===== config.mk =====
export PLATFORM = sky130hd
export DESIGN_NAME = uart_rx
export DESIGN_NICKNAME = d
export VERILOG_FILES = /design/src/rtl/uart_rx.sv
export SDC_FILE = /design/constraint.sdc
export NUM_CORES = 1
export LEC_CHECK = 0
export ABC_AREA = 1
export CORE_MARGIN = 5
export CORE_UTILIZATION = 55
export CTS_BUF_LIST = sky130_fd_sc_hd__clkbuf_8
export CTS_CLUSTER_DIAMETER = 100
export DETAILED_ROUTE_END_ITERATION = 8
export HOLD_SLACK_MARGIN = 0.06
export PLACE_DENSITY = 0.87
export SLEW_MARGIN = 5
export SYNTH_ARGS = -nofsm -noshare
export SYNTH_HDL_FRONTEND = slang
export SYNTH_SLANG_ARGS = --single-unit

===== constraint.sdc =====
create_clock -name clk_in -period 3.1 [get_ports clk_in]
set_input_delay 0.62 -clock clk_in [delete_from_list [all_inputs] [get_ports clk_in]]
set_output_delay 0.62 -clock clk_in [all_outputs]
set_load 0.01 [all_outputs]

===== src/rtl/uart_rx.sv =====
// uart_rx: 8N1 UART receiver with 2-flop input synchroniser,
// bit-centre sampling, byte strobe and framing-error strobe.
//
// Ports:
//   clk_in        system clock, rising edge
//   rstn_in       asynchronous active-low reset
//   rx_in         asynchronous serial line, idle high
//   data_out      last correctly received byte
//   valid_out     one-cycle pulse, data_out updated
//   frame_err_out one-cycle pulse, stop bit sampled low
//   busy_out      high while a frame is being received

`ifndef B230400
`define B230400 52
`endif

module uart_rx #(
   parameter int M = `B230400,
   parameter int H = M / 2
) (
   input  logic       clk_in,
   input  logic       rstn_in,
   input  logic       rx_in,
   output logic [7:0] data_out,
   output logic       valid_out,
   output logic       frame_err_out,
   output logic       busy_out
);

   localparam int CW = $clog2(M);

   localparam logic [CW-1:0] M_LOAD = CW'(M - 1);
   localparam logic [CW-1:0] H_LOAD = CW'(H - 1);
   localparam logic [CW-1:0] ONE    = CW'(1);

   typedef enum logic [2:0] {
      S_IDLE,
      S_START,
      S_DATA,
      S_STOP,
      S_BREAK
   } state_t;

   state_t          state_q, state_d;
   logic            sync_q;
   logic            rxs_q;
   logic [CW-1:0]   cnt_q, cnt_d;
   logic [2:0]      bit_q, bit_d;
   logic [7:0]      shift_q, shift_d;
   logic [7:0]      data_q, data_d;
   logic            valid_q, valid_d;
   logic            ferr_q, ferr_d;
   logic            tick;
   logic            counting;

   // Two-flop synchroniser, reset to the idle level so that a
   // released reset never looks like a start edge by itself.
   always_ff @(posedge clk_in or negedge rstn_in) begin
      if (!rstn_in) begin
         sync_q <= 1'b1;
         rxs_q  <= 1'b1;
      end else begin
         sync_q <= rx_in;
         rxs_q  <= sync_q;
      end
   end

   assign tick     = (cnt_q == '0);
   assign counting = (state_q == S_START) ||
                     (state_q == S_DATA)  ||
                     (state_q == S_STOP);

   always_comb begin
      state_d = state_q;
      cnt_d   = cnt_q;
      bit_d   = bit_q;
      shift_d = shift_q;
      data_d  = data_q;
      valid_d = 1'b0;
      ferr_d  = 1'b0;

      if (counting && !tick) begin
         cnt_d = cnt_q - ONE;
      end

      unique case (state_q)
         S_IDLE: begin
            if (!rxs_q) begin
               cnt_d   = H_LOAD;
               state_d = S_START;
            end
         end
         S_START: begin
            if (tick) begin
               // Line back high at the start-bit centre:
               // treat as noise and drop silently.
               if (rxs_q) begin
                  state_d = S_IDLE;
               end else begin
                  cnt_d   = M_LOAD;
                  bit_d   = 3'd0;
                  state_d = S_DATA;
               end
            end
         end
         S_DATA: begin
            if (tick) begin
               shift_d = {rxs_q, shift_q[7:1]};
               cnt_d   = M_LOAD;
               bit_d   = bit_q + 3'd1;
               if (bit_q == 3'd7) begin
                  state_d = S_STOP;
               end
            end
         end
         S_STOP: begin
            if (tick) begin
               // Leave immediately after the stop sample so a
               // following start edge up to half a bit early
               // is still caught.
               if (rxs_q) begin
                  data_d  = shift_q;
                  valid_d = 1'b1;
                  state_d = S_IDLE;
               end else begin
                  ferr_d  = 1'b1;
                  state_d = S_BREAK;
               end
            end
         end
         S_BREAK: begin
            if (rxs_q) begin
               state_d = S_IDLE;
            end
         end
         default: begin
            state_d = S_IDLE;
         end
      endcase
   end

   always_ff @(posedge clk_in or negedge rstn_in) begin
      if (!rstn_in) begin
         state_q <= S_IDLE;
         cnt_q   <= '0;
         bit_q   <= 3'd0;
         shift_q <= 8'h00;
         data_q  <= 8'h00;
         valid_q <= 1'b0;
         ferr_q  <= 1'b0;
      end else begin
         state_q <= state_d;
         cnt_q   <= cnt_d;
         bit_q   <= bit_d;
         shift_q <= shift_d;
         data_q  <= data_d;
         valid_q <= valid_d;
         ferr_q  <= ferr_d;
      end
   end

   assign data_out      = data_q;
   assign valid_out     = valid_q;
   assign frame_err_out = ferr_q;
   assign busy_out      = (state_q != S_IDLE);

endmodule


==> impl_metrics.yaml, run 1 <==
global_routing:
  grt_antenna_before_repair: 0
  grt_use_met2_pct: 25.8
  grt_pass1_vias: 1144
  grt_first_pass_wirelength_um: 4910
  gr-usage-met1_pct: 18.8
  grt_overflow_total: 0
  grt_usage_pct: 15.7
  gr-usage-met3_pct: 5.22
  grt.busiest_layer: "met2"
  grt_max_degree: 33
yosys:
  synthCells: 160
  synth_area_leader_cell: "dfrtp_1"
  yosys_warnings: 0
  synth_seq_cells: 32
  synthTopCellsByArea: "dfrtp_1 49%, nand2_1 11%, o21ai_2 9.7%"
  synth_area_um2: 1540
  yosysTopAreaCellShare_pct: 48.9
  yosysSeqAreaShare_pct: 52.3
  syn_nets: 166
  avgSynthCellArea_um2: 9.60
  ys_types: 23
critical_path:
  crit_cells: 3
  path_max_fanout: 6
  max_stage_delay_ps: 480
  reg2reg_depth: 7
  path_class: "reg -> out"
  cp.required_ps: 2480
  start_kind: "flip-flop"
  worst_ep_arrival_time_ps: 1560
  critPathCaptureType: "output port"
  cp_top_family: "buffers and inverters"
  path_cells: "nor2_2 -> nand2_1 -> clkdlybuf4s50_1"
  critical_path_buf_inv_count: 1
  slowest_stage: "clkdlybuf4s50_1"
outcome:
  status: "finished, final reports clean"
timing:
  report.final.slew_viol_count: 0
  timing.fmax_mhz: 459
  fin_crit_ps: 2180
  finalSetupViolCount: 0
  hold_viol_final: 0
  period_share_pct: 70.3
  rsz0062_at_grt: "no"
  setup_tns_ps: 0
  skew_ps: 4.53
  tightest_slew_ps: 397
  maxSlewHeadroom_pct: 73.5
placement:
  place.port_buffers: 13
  dp_hpwl_um: 1890
  place_congestion: 0.838
final_layout:
  multi_input_area_um2: 637
  fillers: 214
  seq_area_um2: 803
  final_nets: 185
  area_growth_pct: 15.7
  post-route-util_pct: 65.6
  drive_above_1_share_pct: 25.0
  diodes: 0
power:
  total_leakage_power_nw: 0.837
  power_density_nw_per_um2: 701
  peakVddDrop_mv: 0.502
route:
  via_count: 1099
  routed_wl_um: 2640
  drt-vias-per-instance: 5.21
  detail_route.wl_per_cell_um: 12.5
  drc: 0
  drt_iter0_drc: 52
  ant_nets: 0
  drtPass1Iterations: 4
die:
  die_h_um: 62.8
  fp-row-count: 19
  ios: 14
  core_um2: 2710
  die_area_um2: 3950
  initial_utilization_pct: 56.6
  die_x_um: 62.8
clock_tree:
  cts_made_buffers: 5
  clock_path_buffers: 2
  ctsRootBufferMaster: "clkbuf_8"
  hold_buffers: 0
  cts_tree: "built"
  post-cts-setup-buffer-count: 0
  cts_max_level: 2
  clkSlewWorstSetupHoldPaths_ps: 70
  cts.sinks: 32
  insertion_delay_ps: 280
  ctsResizeCount: 0
min_path:
  hp-class: "reg -> reg"
  whs_path_depth: 0
flow_run:
  maxCapViolCount: 0
synthesized netlist by cell type:
library cell	instances
buf_6	2
dfrtp_1	30
dfstp_2	2
ha_1	3
inv_1	14
inv_2	2
inv_4	2
nand2_1	47
nand2_2	3
nand2_4	2
nand3_1	10
nand3_2	1
nand3_4	2
nand4_1	3
nor2_1	7
nor2_2	2
nor2_4	2
nor3_2	1
o21ai_0	2
o21ai_1	4
o21ai_2	17
xnor2_1	1
xor2_1	1
cell families (layout without fill, tap and decap cells):
kind of cell    count (synthesis)  count (layout)  synth area share [%]
fa+ha+maj                       3               3                  2.45
compound gates                 23              23                  11.7
simple gates                   80              80                  26.2
xor+xnor                        2               2                  1.14
buf+inv                        20              40                  6.19
flops                          32              32                  52.3
per-layer routing:
layer / vias to the layer above / wire [µm]
met5: - / 0
met4: 0 / 30
met3: 4 / 102
met2: 20 / 1350
met1: 520 / 1160
li1: 555 / -
layout by cell type, fill, tap and decap left out, drive strengths merged:
cell type,netlist,final
nand3,13,13
inv,18,18
clkinv,0,3
ha,3,3
dfrtp,30,30
nand2,52,52
clkdlybuf4s50,0,13
buf,2,1
o21ai,23,23
dfstp,2,2
nand4,3,3
nor2,11,11
xor2,1,1
clkbuf,0,5
xnor2,1,1
nor3,1,1
report_power, final:
part	total, W	switching [W]	internal [W]
logic	0.000394	0.000250	0.000144
clock network	0.000313	0.000157	0.000156
registers	0.000537	0.0000639	0.000473
registers in the layout, summed over array words and instances (netlist names):
name,cells
sync_q,1
frame_err_out,1
rxs_q,1
shift_q,8
state_q,3
data_out,8
bit_q,3
valid_out,1
cnt_q,6
path summary, 6_finish.rpt:
path                                             start                      end  slack (ps)
min in group asynchronous                      rstn_in  data_out[6]$_DFFE_PN0P_         740
worst min register to register        sync_q$_DFF_PN1_          rxs_q$_DFF_PN1_         360
max in group asynchronous                      rstn_in         sync_q$_DFF_PN1_        2050
worst max register to register      cnt_q[0]$_DFF_PN0_  data_out[1]$_DFFE_PN0P_        1530
worst min-delay path                  sync_q$_DFF_PN1_          rxs_q$_DFF_PN1_         360
worst max-delay path            state_q[0]$_DFFE_PN0P_                 busy_out         920
through the flow:
step           setup WS [ps]  hold slack, ps  total power [W]  area [µm²]  std cells
6_report                 922             356          0.00125        1780        211
5_1_grt                  844             363          0.00133        1780        211
4_1_cts                  913             357          0.00125        1780        211
3_5_place_dp            1220             348         0.000938        1690        203
3_3_place_gp            1270             346         0.000910        1690        203
2_1_floorplan           1700             324         0.000839        1540        160
layout make-up:
class	instances	area share, %
flip-flops and latches	32	45.2
clock inverters	3	1.06
multi-input cells	108	35.8
repair buffers	14	7.75
inverters	18	4.08
clock buffers	5	3.87
well taps	31	2.18
Note: power is estimated with default switching activity, not from simulation.
==> inputs of run 2 (changes only) <==
Settings changed: CORE_UTILIZATION 55 to 53.
Clock period 3.1 ns to 1.8 ns, I/O delays scaled along.
==> run 2 against run 1 <==
- routed wire length decreased by 0.91%
- via count increased by 0.27%
- critical path depth unchanged
- combinational power increased by 71%
- global-route usage decreased by 1.1 points
- worst setup slack got worse by 770 ps
- clock skew about the same
- non-clock buffer count unchanged
- clock power increased by 76%
- highest routed layer unchanged
- hold slack about the same
- utilization decreased by 0.68 points
- flip-flop and latch count unchanged
- largest power group unchanged
==> impl_metrics.yaml, run 2 (synthesis results as in run 1) <==
die:
  die_area_um2: 4070
  ios: 14
  fp-row-count: 19
  core_um2: 2760
  die_x_um: 63.8
  die_h_um: 63.8
  initial_utilization_pct: 55.7
placement:
  dp_hpwl_um: 1920
  place.port_buffers: 13
  place_congestion: 0.821
  dpl.cell_count: 203
clock_tree:
  hold_buffers: 0
  ctsResizeCount: 4
  ctsRootBufferMaster: "clkbuf_8"
  cts_max_level: 2
  cts_tree: "built"
  cts.sinks: 32
  post-cts-setup-buffer-count: 0
  cts_made_buffers: 5
  clock_path_buffers: 2
  insertion_delay_ps: 280
  clkSlewWorstSetupHoldPaths_ps: 60
min_path:
  hold_start: "sync_q$_DFF_PN1_"
  hp-class: "reg -> reg"
global_routing:
  grt_first_pass_wirelength_um: 4690
  grt_usage_pct: 14.6
  grt_max_degree: 33
  grt_overflow_total: 0
  grt_pass1_vias: 1115
  grt_antenna_before_repair: 0
power:
  peakVddDrop_mv: 0.911
  power_density_nw_per_um2: 1210
  total_leakage_power_nw: 0.838
  fin_total_pwr_w: 0.00216
timing:
  skew_ps: 4.66
  maxSlewHeadroom_pct: 74.1
  tightest_slew_ps: 388
  fin_crit_ps: 1650
  report.final.slew_viol_count: 0
  rsz0062_at_grt: "no"
  timing.fmax_mhz: 606
  setup_tns_ps: 0
  period_share_pct: 91.6
  hold_viol_final: 0
  finalSetupViolCount: 0
outcome:
  status: "finished, final reports clean"
route:
  drt_iter0_drc: 60
  drc: 0
  drt-vias-per-instance: 5.22
  drtPass1Iterations: 4
  routed_wl_um: 2610
  detail_route.wl_per_cell_um: 12.4
  ant_nets: 0
  via_count: 1102
final_layout:
  diodes: 0
  layout_commonest_cell: "nand2_1"
  final_cell_count_no_fill: 211
  drive_above_1_share_pct: 25.6
  area_growth_pct: 16.5
  layout_common_cells: "47 x nand2_1, 28 x dfrtp_1, 17 x o21ai_2"
  seq_area_um2: 806
  multi_input_area_um2: 642
  final_nets: 185
  fillers: 215
critical_path:
  critical_path_buf_inv_count: 1
  path_class: "reg -> out"
  slowest_stage: "dfrtp_2"
  path_max_fanout: 6
  critPathLaunch: "state_q[0]$_DFFE_PN0P_"
  critPathCaptureType: "output port"
  max_stage_delay_ps: 460
  r2r_start: "cnt_q[0]$_DFF_PN0_"
  start_kind: "flip-flop"
  cp.required_ps: 1440
  path_cells: "nor2_4 -> nand2_1 -> dlygate4sd2_1"
  worst_ep_arrival_time_ps: 1290
  cp_top_family: "flip-flops"
flow_run:
  maxCapViolCount: 0
## run 2: changes by cell type in the layout (fill, tap and decap cells not counted), sizes merged
cell / change
clkbuf: +1
dlygate4sd2: +1
clkinvlp: +1
clkdlybuf4s50: -1
clkinv: -3
inv: +1
## run 2: layout make-up
class | count | area share, %
Clock inverter | 2 | 0.629
Inverter | 18 | 4.06
Multi-Input combinational cell | 108 | 35.9
Sequential cell | 32 | 45.0
Tap cell | 31 | 2.17
Timing Repair Buffer | 14 | 7.62
Clock buffer | 6 | 4.62
## run 2: worst paths after layout
kind | cells past startpoint | slack, ps | end
max | 3 | 150 | busy_out
min | 0 | 360 | rxs_q$_DFF_PN1_
max reg2reg | 8 | 190 | data_out[0]$_DFFE_PN0P_
min reg2reg | 0 | 360 | rxs_q$_DFF_PN1_
max in group asynchronous | 2 | 1020 | rxs_q$_DFF_PN1_
min in group asynchronous | 2 | 470 | data_out[7]$_DFFE_PN0P_
## run 2: per-stage QoR
stage               hold slack, ps  instance area, µm²  setup slack [ps]  util [%]
finish                         356                1790               151      64.9
global route                   363                1790              32.7      64.9
CTS                            357                1790               133      64.9
detailed placement             348                1690               153      61.3
floorplan                     64.4                1540               397         -
global placement               347                1690               226      61.3
## run 2: layer usage
layer | track usage, % | up-vias | share of wire, %
met3 | 4.38 | 7 | 3.5
met2 | 24.1 | 23 | 52
met1 | 16.6 | 521 | 43
met4 | 8.57 | 0 | 1.7
li1 | - | 551 | -
met5 | 0 | - | 0
## run 2: worst register-to-register path, stage by stage, from the launching register on
cell	delay, ps
dfrtp_1	380
inv_1	140
ha_1	300
nand3_4	120
inv_4	110
nand3_4	220
inv_1	160
nand2_1	60
nand2_1	50
## run 2: power by group
part           switching, W  internal (W)  total [W]
clock              0.000247      0.000304   0.000552
sequential         0.000120      0.000820   0.000940
combinational      0.000429      0.000243   0.000672
total              0.000797       0.00137    0.00216
==> inputs of run 3 (changes only) <==
Settings changed: REMOVE_ABC_BUFFERS from default to 1.
==> run 3 against run 2 <==
- clock skew down 1.5 ps
- clock power down 2%
- critical path type unchanged
- hold slack better by 1.2 ps
- utilization up 0.59 points
==> impl_metrics.yaml, run 3 (synthesis results as in run 1) <==
global_routing:
  grt_overflow_total: 0
  grt_usage_pct: 16.7
  grt_max_degree: 33
  grt_first_pass_wirelength_um: 5280
  grt_pass1_vias: 1158
  grt_antenna_before_repair: 0
timing:
  hold_viol_final: 0
  maxSlewHeadroom_pct: 73.4
  skew_ps: 3.17
  rsz0062_at_grt: "no"
  setup_tns_ps: 0
  finalSetupViolCount: 0
  report.final.slew_viol_count: 0
  timing.fmax_mhz: 617
  fin_crit_ps: 1620
  worst_hold_slack_ps: 357
  period_share_pct: 90.1
  tightest_slew_ps: 399
die:
  initial_utilization_pct: 55.7
  die_area_um2: 4070
  die_h_um: 63.8
  core_um2: 2760
  fp-row-count: 19
  die_x_um: 63.8
  ios: 14
critical_path:
  path_class: "reg -> out"
  path_max_fanout: 5
  slowest_stage: "dfrtp_2"
  max_stage_delay_ps: 430
  worst_ep_arrival_time_ps: 1260
  critical_path_buf_inv_count: 1
  critPathCaptureType: "output port"
  path_cells: "nor2_4 -> nand2_1 -> dlygate4sd2_1"
  cp.required_ps: 1440
  cp_top_family: "flip-flops"
  start_kind: "flip-flop"
route:
  drt-vias-per-instance: 5.27
  routed_wl_um: 2920
  ant_nets: 0
  detail_route.wl_per_cell_um: 13.6
  drc: 0
  drt_iter0_drc: 48
  drtPass1Iterations: 4
  via_count: 1127
placement:
  dpl_cell_area_um2: 1690
  place.port_buffers: 13
  dp_hpwl_um: 2010
  place_congestion: 0.799
clock_tree:
  hold_buffers: 0
  clock_path_buffers: 2
  cts_made_buffers: 5
  cts.sinks: 32
  insertion_delay_ps: 290
  ctsRootBufferMaster: "clkbuf_8"
  cts_max_level: 2
  clkSlewWorstSetupHoldPaths_ps: 70
  cts_tree: "built"
final_layout:
  layout_commonest_cell: "nand2_1"
  layout_common_cells: "47 x nand2_1, 28 x dfrtp_1, 17 x o21ai_2"
  diodes: 0
  final_area_um2: 1810
  final_nets: 188
  area_growth_pct: 17.6
  fillers: 234
  drive_above_1_share_pct: 27.3
power:
  peakVddDrop_mv: 0.880
  power_density_nw_per_um2: 1220
  total_leakage_power_nw: 0.853
flow_run:
  maxCapViolCount: 0
outcome:
  status: "finished, final reports clean"
min_path:
  hp-class: "reg -> reg"
run 3: changes by cell type in the layout (fill, tap and decap cells not counted):
cell	previous run	this run
buf_4	1	4
clkbuf_8	6	5
clkinv_2	0	2
clkinv_4	0	1
clkinvlp_4	1	0
inv_1	15	14
run 3: worst paths after layout:
| check | start | endpoint | slack, ps | cells past startpoint |
|---|---|---|---|---|
| setup reg to reg | cnt_q[0]$_DFF_PN0_ | data_out[5]$_DFFE_PN0P_ | 190 | 7 |
| hold / removal | sync_q$_DFF_PN1_ | rxs_q$_DFF_PN1_ | 360 | 0 |
| min in group asynchronous | rstn_in | state_q[2]$_DFFE_PN0P_ | 460 | 2 |
| hold reg to reg | sync_q$_DFF_PN1_ | rxs_q$_DFF_PN1_ | 360 | 0 |
| max in group asynchronous | rstn_in | rxs_q$_DFF_PN1_ | 1020 | 2 |
| setup / recovery | state_q[1]$_DFFE_PN0P_ | busy_out | 180 | 3 |
run 3: layer usage:
| metal | track usage, % | vias to the layer above | wire [µm] |
|---|---|---|---|
| met3 | 6.83 | 7 | 149 |
| li1 | - | 555 | - |
| met5 | 0 | - | 0 |
| met2 | 27.6 | 20 | 1520 |
| met1 | 18.7 | 545 | 1190 |
| met4 | 7.79 | 0 | 64 |
run 3: repair_timing:
| action | in CTS | in global routing |
|---|---|---|
| endpoints found under the hold margin | 0 | 0 |
| setup buffers | 3 | 0 |
| gates resized for setup | 4 | 0 |
| setup endpoints to repair | 1 | 0 |
run 3: stage by stage:
stage / worst slack, ps / util, % / power [W] / instances
final: 178 / 65.5 / 0.00220 / 214
after global routing: 68.9 / 65.5 / 0.00236 / 214
after CTS: 179 / 65.5 / 0.00222 / 214
after detailed placement: 168 / 61.3 / 0.00162 / 203
after global placement: 226 / 61.3 / 0.00157 / 203
after floorplan: 401 / - / 0.00145 / 158
run 3: layout make-up:
class | count | area (µm²) | share of cell area [%]
inverter | 18 | 72.6 | 4.02
tap | 31 | 38.8 | 2.15
clock inverter | 3 | 18.8 | 1.04
sequential | 32 | 806 | 44.6
timing repair buffer | 17 | 159 | 8.80
clock buffer | 5 | 68.8 | 3.81
multi-input combinational | 108 | 642 | 35.6
run 3: report_power, final:
group	switching [W]	internal (W)	leakage [nW]	total, W
logic	0.000475	0.000268	0.387	0.000743
clock network	0.000274	0.000269	0.0479	0.000543
registers	0.0000936	0.000820	0.418	0.000913
